[config.mk]
export PLATFORM = sky130hd
export DESIGN_NAME = pmp_check_seq
export DESIGN_NICKNAME = d
export VERILOG_FILES = /design/src/rtl/pmp_check_seq.sv
export SDC_FILE = /design/constraint.sdc
export NUM_CORES = 1
export LEC_CHECK = 0
export BUFFER_PORTS_ARGS = -buffer_cell sky130_fd_sc_hd__buf_2
export CORE_MARGIN = 3
export CORE_UTILIZATION = 30
export CTS_CLUSTER_SIZE = 25
export DETAILED_ROUTE_END_ITERATION = 8
export PLACE_DENSITY = 0.57
export SYNTH_ARGS = -nofsm -noshare
export SYNTH_HDL_FRONTEND = slang
export SYNTH_SLANG_ARGS = --single-unit
[constraint.sdc]
create_clock -name clk -period 29.5 [get_ports clk]
set_input_delay 0 -clock clk [delete_from_list [all_inputs] [get_ports clk]]
set_output_delay 0 -clock clk [all_outputs]
set_load 0.01 [all_outputs]
[src/rtl/pmp_check_seq.sv]
// pmp_check_seq: sequential PMP access checker, one entry per cycle through a shared matcher.
//   clk, rst_n                       : clock, async active-low reset
//   req_valid/req_ready, req_addr,
//   req_size, req_type, req_mmode    : access-check request
//   resp_valid/resp_ready, resp_allow,
//   resp_hit, resp_idx               : check result, held until accepted
//   cfg_we/cfg_ready, cfg_sel,
//   cfg_idx, cfg_wdata               : cfg byte (sel=0) or word-address (sel=1) write
module pmp_check_seq #(
  parameter int NUM_ENTRIES = 8,
  localparam int IW = $clog2(NUM_ENTRIES)
) (
  input  logic          clk,
  input  logic          rst_n,
  input  logic          req_valid,
  output logic          req_ready,
  input  logic [33:0]   req_addr,
  input  logic [1:0]    req_size,
  input  logic [1:0]    req_type,
  input  logic          req_mmode,
  output logic          resp_valid,
  input  logic          resp_ready,
  output logic          resp_allow,
  output logic          resp_hit,
  output logic [IW-1:0] resp_idx,
  input  logic          cfg_we,
  output logic          cfg_ready,
  input  logic          cfg_sel,
  input  logic [IW-1:0] cfg_idx,
  input  logic [31:0]   cfg_wdata
);
  localparam logic [1:0] IDLE = 2'd0, SCAN = 2'd1, RESP = 2'd2;
  logic [1:0] state;
  logic [IW:0] k;
  logic [7:0] cfg [NUM_ENTRIES];
  logic [31:0] addr [NUM_ENTRIES];
  logic [31:0] w, e, ka, prev, lb;
  logic [1:0] rtype;
  logic mmode;
  logic [NUM_ENTRIES-1:0] addr_lock;
  logic [IW-1:0] ki;
  logic [7:0] kc;
  logic [32:0] ub;
  logic [5:0] t;
  logic f, tor, na4, napot, match, allow;
  logic unused_ok;
  assign unused_ok = ^req_addr[1:0];
  assign req_ready = state == IDLE;
  assign cfg_ready = state == IDLE;
  assign resp_valid = state == RESP;
  // An address is also frozen when the next entry is a locked TOR using it as its base.
  for (genvar g = 0; g < NUM_ENTRIES; g++) begin : g_lock
    if (g < NUM_ENTRIES - 1) begin : g_tor
      assign addr_lock[g] = cfg[g][7] | (cfg[g+1][7] & (cfg[g+1][4:3] == 2'b01));
    end else begin : g_last
      assign addr_lock[g] = cfg[g][7];
    end
  end
  always_comb begin
    ki = k[IW-1:0];
    kc = cfg[ki];
    ka = addr[ki];
    prev = (ki == '0) ? '0 : addr[ki - IW'(1)];
    t = '0;
    f = 1'b1;
    for (int i = 0; i < 32; i++)
      if (f && ka[i]) t = t + 6'd1;
      else f = 1'b0;
    lb = (t >= 6'd31) ? '0 : ka & ~((32'd1 << (t + 6'd1)) - 32'd1);
    // ub can reach 2^32 for t=30, so it is kept one bit wider than the address.
    ub = (t >= 6'd31) ? 33'h0_FFFF_FFFF : {1'b0, lb} + (33'd1 << (t + 6'd1));
    tor = w >= prev && e < ka;
    na4 = w >= ka && e < ka + 32'd4;
    napot = w >= lb && {1'b0, e} < ub;
    // k[IW] marks the extra cycle after the last entry, where nothing may match.
    match = !k[IW] && (kc[4:3] == 2'b01 ? tor : kc[4:3] == 2'b10 ? na4 : kc[4:3] == 2'b11 ? napot : 1'b0);
    allow = (rtype == 2'b11) ? 1'b0 : (mmode && !kc[7]) ? 1'b1 : kc[rtype];
  end
  always_ff @(posedge clk or negedge rst_n) begin
    if (!rst_n) begin
      state <= IDLE;
      k <= '0;
      w <= '0;
      e <= '0;
      rtype <= '0;
      mmode <= 1'b0;
      resp_allow <= 1'b0;
      resp_hit <= 1'b0;
      resp_idx <= '0;
      for (int i = 0; i < NUM_ENTRIES; i++) begin
        cfg[i] <= '0;
        addr[i] <= '0;
      end
    end else begin
      if (cfg_we && cfg_ready) begin
        if (!cfg_sel && !cfg[cfg_idx][7]) cfg[cfg_idx] <= cfg_wdata[7:0] & 8'h9F;
        if (cfg_sel && !addr_lock[cfg_idx]) addr[cfg_idx] <= cfg_wdata;
      end
      if (state == IDLE && req_valid) begin
        state <= SCAN;
        k <= '0;
        w <= req_addr[33:2];
        e <= req_addr[33:2] + (32'd1 << req_size) - 32'd1;
        rtype <= req_type;
        mmode <= req_mmode;
      end else if (state == SCAN) begin
        if (match || k[IW]) begin
          state <= RESP;
          resp_hit <= match;
          resp_idx <= match ? ki : '0;
          resp_allow <= match ? allow : mmode;
        end else k <= k + (IW+1)'(1);
      end else if (state == RESP && resp_ready) state <= IDLE;
    end
  end
endmodule

==> impl_metrics.toml, run 1 <==
[status]
status = "finished, final reports clean"

[clocking]
clk_pin_slew_ns = 0.06
cts_tree = "built"
cts_buffer_depth = 3
clkSinkCount = 382
clk_latency_ns = 0.61
numCtsBuffers = 45
cts_root_buffer = "clkbuf_16"
htree_levels = 2

[sta]
fin_crit_sh_pct = 95.0
fmax_mhz = 35.7
hold_violations = 0
slew_violations = 0
fin_crit_ns = 28.02
slew_headroom_pct = 25.2
worstMarginPinSlew_ns = 1.09
finClkSkew_ns = 0.0325
finalSetupViolations = 0

[routing]
viasPerCell = 5.34
first_iter_violations = 2000
drt-wirelength-per-cell_um = 20.5
drt-total-wl_um = 97000
num_vias = 25300
ant_nets = 0
drc = 0
dr.pass1.iters = 5

[synth]
syn_avg_cell_area_sq_um = 10.1
synth_cell_types = 114
synthArstFlopShare_pct = 100
ys_seq_area_share_pct = 30.0
netlist_area_sq_mm = 0.0319
synthFlopType = "dfrtp_1"
ys_ff_latch = 382
yosys_warnings = 0
synth_edf_count = 0
netlist_instances = 3154

[placement]
dp_cells = 4558
place.gp.congestion = 0.947
hpwlAfterDp_um = 72300
io_buffer_count = 85

[critical_path]
r2r_end = "resp_idx[0]$_DFFE_PN0P_"
cpPeakStageDelay_ns = 0.59
critical_path_arrival_ns = 28.50
crit_buf_inv = 4
critical-path-top-delay-family = "adder cells"
r2r_slack_ns = 1.48
reg2reg_from = "k[2]$_DFFE_PN0P_"
crit_top_cell = "ha_1"
cp_slowest_cell = "mux4_2"
cp_max_fo = 7
worstPathRequired_ns = 29.97
crit_type = "reg2reg"
r2r_cells = 142
end_kind = "flop"
cp-start-kind = "flop"

[floorplan]
core.rowCount = 119
coreArea_sq_mm = 0.105
die-area_sq_mm = 0.110
start_util_pct = 30.3
io_pins = 88
die_h_um = 332
die_w_um = 332

[cells_and_area]
seq_area_sq_mm = 0.00957
nets = 3675
layout_commonest_cell = "dfrtp_1"
syn2layout_area_growth_pct = 14.5
final_cell_count_no_fill = 4734
drive_above_1_share_pct = 24.9
multi_input_area_sq_mm = 0.0214
nFillCells = 10700
most-common-layout-cells = "379 x dfrtp_1, 341 x mux2_2, 288 x ha_1"

[pwr]
power.total_mw = 3.42
p_leak_nw = 16.4
powerDensity_mw_per_mm2 = 93.6
ir_drop_mv = 0.0558

[grt]
antenna_found_initial = 9
grt_usage_pct = 17.2
grt_first_pass_wirelength_um = 151000
grt_max_degree = 123
grt_pass1_vias = 25000
grt-ovfl-total = 0

[worst_hold_path]
min_from = "req_valid"
hp-class = "in2reg"
hold_path_end = "k[3]$_DFFE_PN0P_"
hold_depth = 4

[run]
drv_cap = 0
==> power by group <==
part           internal, mW  total [mW]  switching [mW]
Sequential            0.714       0.924           0.210
Combinational         0.894        1.92            1.02
Clock                 0.345       0.579           0.234
Total                  1.95        3.42            1.47
==> synth_stat cells (26+ instances only) <==
library cell | count | share of area [%]
dfrtp_1 | 382 | 30
clkbuf_1 | 76 | 0.89
mux2i_1 | 52 | 1.6
mux2_2 | 341 | 12
mux4_2 | 136 | 9.6
and3_1 | 26 | 0.51
ha_1 | 289 | 11
nand2b_1 | 55 | 1.1
o21ai_0 | 160 | 2.5
nand2_1 | 290 | 3.4
nor3_1 | 74 | 1.2
xor2_1 | 33 | 0.91
nand3_1 | 59 | 0.93
nor2b_1 | 37 | 0.73
inv_1 | 139 | 1.6
nand4_1 | 44 | 0.86
and2_1 | 32 | 0.63
nor2_1 | 192 | 2.3
a211oi_1 | 26 | 0.61
a21o_1 | 69 | 1.6
xnor2_1 | 89 | 2.4
a21oi_1 | 127 | 2.0
==> registers in the layout, summed over array words and instances (netlist names), 2 cells and up <==
name,flops
resp_idx,3
e,32
w,32
addr,256
k,4
cfg,47
state,2
rtype,2
==> final cells by class <==
class                   count  area share, %
multi-input cells        2493           58.5
flip-flops and latches    382           26.2
repair buffers            234           4.79
well taps                1391           4.76
clock buffers              66           3.60
inverters                 148           1.52
clock inverters            16          0.613
diodes                      4         0.0274
==> worst max-delay path by stage <==
stage	start	endpoint	slack (ns)	cells past startpoint
6_report	k[2]$_DFFE_PN0P_	resp_idx[0]$_DFFE_PN0P_	1.48	142
4_1_cts	k[2]$_DFFE_PN0P_	resp_idx[1]$_DFFE_PN0P_	0.11	140
5_1_grt	k[2]$_DFFE_PN0P_	resp_idx[0]$_DFFE_PN0P_	-0.13	142
3_3_place_gp	k[2]$_DFFE_PN0P_	resp_idx[0]$_DFFE_PN0P_	0.81	142
3_5_place_dp	k[2]$_DFFE_PN0P_	resp_idx[1]$_DFFE_PN0P_	0.24	140
2_1_floorplan	k[1]$_DFFE_PN0P_	resp_idx[1]$_DFFE_PN0P_	2.01	145
==> tightest hold or removal path, stage by stage <==
cell,delay (ns)
buf_2,0.10
and2_1,0.11
buf_4,0.29
a21oi_1,0.07
==> cell families (layout without fill, tap and decap cells) <==
logic type	count (synthesis)	after routing	share of synthesized area, %
compound gates	597	597	12.3
xor+xnor	136	136	4.33
fa+ha+maj	295	295	11.6
buf+inv	280	464	3.71
flops	382	382	30.0
mux	533	533	23.5
other cells	1	6	0.0118
simple gates	930	930	14.5
==> per-stage QoR <==
stage	util (%)	setup slack (ns)	area [sq um]	setup TNS, ns	hold WS (ns)
floorplan	-	2.01	31900	0	-0.296
global route	34.7	-0.134	36500	-0.471	0.0639
detailed placement	32.2	0.241	34000	0	0.123
CTS	34.4	0.114	36200	0	0.0184
global placement	32.2	0.805	34000	0	0.119
finish	34.7	1.48	36500	0	0.0468
==> metal layers <==
metal  global-route usage, %  vias to the layer above  wire (um)
li1                        -                    12000          -
met1                    24.1                    12600      44500
met2                    28.0                      613      44700
met3                    2.66                      114       5770
met4                    3.76                        6       2000
met5                       0                        -         41
==> timing repair <==
item,4_1_cts,5_1_grt
setup buffers,0,19
resized for setup,0,40
hold buffers,71,0
endpoints found under the setup margin,0,11
hold endpoints to repair,465,0
Note: power is estimated with default switching activity, not from simulation.
==> run 2, diff against run 1 <==
--- a/config.mk
+++ b/config.mk
@@ -6,6 +6,7 @@
 export NUM_CORES = 1
 export LEC_CHECK = 0
 export BUFFER_PORTS_ARGS = -buffer_cell sky130_fd_sc_hd__buf_2
+export CORE_ASPECT_RATIO = 1.5
 export CORE_MARGIN = 3
 export CORE_UTILIZATION = 30
 export CTS_CLUSTER_SIZE = 25
==> run 2 against run 1 <==
Compared with the run above: critical path depth grew 2; power shrank 2.0%; via count grew 0.37%; worst setup slack gained 0.12 ns; sequential cell count is the same; critical endpoint unchanged; largest cell class unchanged; highest routed layer is now met4.
==> impl_metrics.toml, run 2 (synthesis gave the netlist of run 1 again) <==
[status]
status = "finished, final reports clean"

[clocking]
htree_levels = 2
clkSinkCount = 382
cts_buffer_depth = 3
clk_pin_slew_ns = 0.06
cts_root_buffer = "clkbuf_16"
numCtsBuffers = 39
clk_latency_ns = 0.59
cts_tree = "built"

[routing]
drc = 0
num_vias = 25400
dr_wl_met3_um = 3380
drt-wirelength-per-cell_um = 20.4
dr.pass1.iters = 5
dr.max_layer_used = "met4"
drt-total-wl_um = 96800
met2WireLength_um = 51200
viasPerCell = 5.36
ant_nets = 0
met1_length_um = 38400
first_iter_violations = 1231

[pwr]
ir_drop_mv = 0.0649
p_sw_mw = 1.43
p_clk_share_pct = 16.2
p_leak_nw = 16.4
pwr-share-comb_pct = 56.5
p_sw_share_pct = 42.6
seqPwrFrac_pct = 27.3
powerDensity_mw_per_mm2 = 91.9
p_int_mw = 1.92

[critical_path]
cp_slowest_cell = "mux4_2"
reg2reg_from = "k[2]$_DFFE_PN0P_"
r2r_cells = 144
r2r_end = "resp_idx[0]$_DFFE_PN0P_"
critical-path-top-delay-family = "adder cells"
cp_max_fo = 6
crit_top_cell = "ha_1"
cp-start-kind = "flop"
critical_path_arrival_ns = 28.42
end_kind = "flop"
worstPathRequired_ns = 30.01
crit_type = "reg2reg"
crit_buf_inv = 6
r2r_slack_ns = 1.59
cpPeakStageDelay_ns = 0.59

[grt]
grt_usage_pct = 17.5
grt_max_degree = 135
antenna_found_initial = 3
grt-ovfl-total = 0
grt_pass1_vias = 26200
grt_first_pass_wirelength_um = 152000

[sta]
fin_crit_ns = 27.91
fin_crit_sh_pct = 94.6
hold_violations = 0
holdWs_ns = 0.0808
slew_headroom_pct = 30.5
finClkSkew_ns = 0.0260
finalSetupViolations = 0
fmax_mhz = 35.8
slew_violations = 0
worstMarginPinSlew_ns = 1.03

[cells_and_area]
drive_above_1_share_pct = 24.6
multi_input_area_sq_mm = 0.0214
fin_area_sq_mm = 0.0365
most-common-layout-cells = "379 x dfrtp_1, 341 x mux2_2, 288 x ha_1"
regMostFlops = "addr"
layout_commonest_cell = "dfrtp_1"
seq_area_sq_mm = 0.00957
syn2layout_area_growth_pct = 14.3
fin_util_pct = 34.8
nets = 3681
largest_register_ffs = 256
top_regs = "addr (256), cfg (47)"
nFillCells = 10800

[worst_hold_path]
hp-class = "in2reg"
hold_path_end = "e[2]$_DFFE_PN0P_"
min_from = "req_size[0]"
hold_depth = 5

[placement]
place.gp.congestion = 0.939
io_buffer_count = 85
hpwlAfterDp_um = 73300
place_area_sq_mm = 0.0341

[floorplan]
die_h_um = 405
die_w_um = 272
coreArea_sq_mm = 0.105
die-area_sq_mm = 0.110
io_pins = 88
start_util_pct = 30.4
core.rowCount = 145

[run]
drv_cap = 0
[run 2: changes by cell type in the layout (fill, tap and decap cells not counted), moves of 4 or more]
| cell | change |
|---|---|
| clkbuf_1 | -4 |
| clkbuf_16 | -5 |
| clkinv_2 | -4 |
| dlygate4sd3_1 | +10 |
[run 2: how the worst max path moves through the flow]
stage,from,depth (start not counted),to
global route,k[2]$_DFFE_PN0P_,143,resp_idx[1]$_DFFE_PN0P_
CTS,k[2]$_DFFE_PN0P_,142,resp_idx[0]$_DFFE_PN0P_
detailed placement,k[2]$_DFFE_PN0P_,142,resp_idx[0]$_DFFE_PN0P_
global placement,k[2]$_DFFE_PN0P_,141,resp_idx[2]$_DFFE_PN0P_
floorplan,k[1]$_DFFE_PN0P_,145,resp_idx[1]$_DFFE_PN0P_
finish,k[2]$_DFFE_PN0P_,144,resp_idx[0]$_DFFE_PN0P_
[run 2: area by class of cell]
cell class                      count  area share (%)
Antenna cell                        2          0.0137
Clock buffer                       58            3.26
Clock inverter                     12           0.497
Inverter                          148            1.52
Multi-Input combinational cell   2493            58.5
Sequential cell                   382            26.2
Tap cell                         1396            4.79
Timing Repair Buffer              246            5.14
[run 2: worst min-delay path: cells and delay by family]
kind            cells  cell delay [ns]
fa+ha+maj           2             0.37
buf+inv             1             0.11
compound gates      1             0.08
simple gates        1             0.07
[run 2: metal layers]
metal  global-route usage, %  up-vias
met4                    6.63        0
met2                    33.1      462
met3                    1.87      167
met5                       0        -
met1                    20.0    12800
li1                        -    12000
[run 2: repair_timing]
item | in CTS | in global routing
hold buffers | 81 | 0
hold endpoints to repair | 502 | 0
gates resized for setup | 0 | 42
setup buffers | 0 | 11
endpoints found under the setup margin | 0 | 11
[run 2: per-stage QoR]
stage               instances  setup TNS (ns)  setup WS, ns  total power, mW
detailed placement       4573               0         0.397             2.79
global placement         4573               0         0.859             2.75
finish                   4737               0          1.59             3.35
floorplan                3155               0          2.01             2.21
CTS                      4724               0         0.261             3.37
global route             4736          -0.179       -0.0643             3.63
[run 2: power by group through the flow]
stage	Clock, mW	Sequential, mW	Combinational [mW]
after floorplan	0	0.825	1.38
after global placement	0	0.919	1.83
after detailed placement	0	0.926	1.87
after CTS	0.558	0.918	1.89
after global routing	0.575	0.945	2.11
final	0.542	0.915	1.89
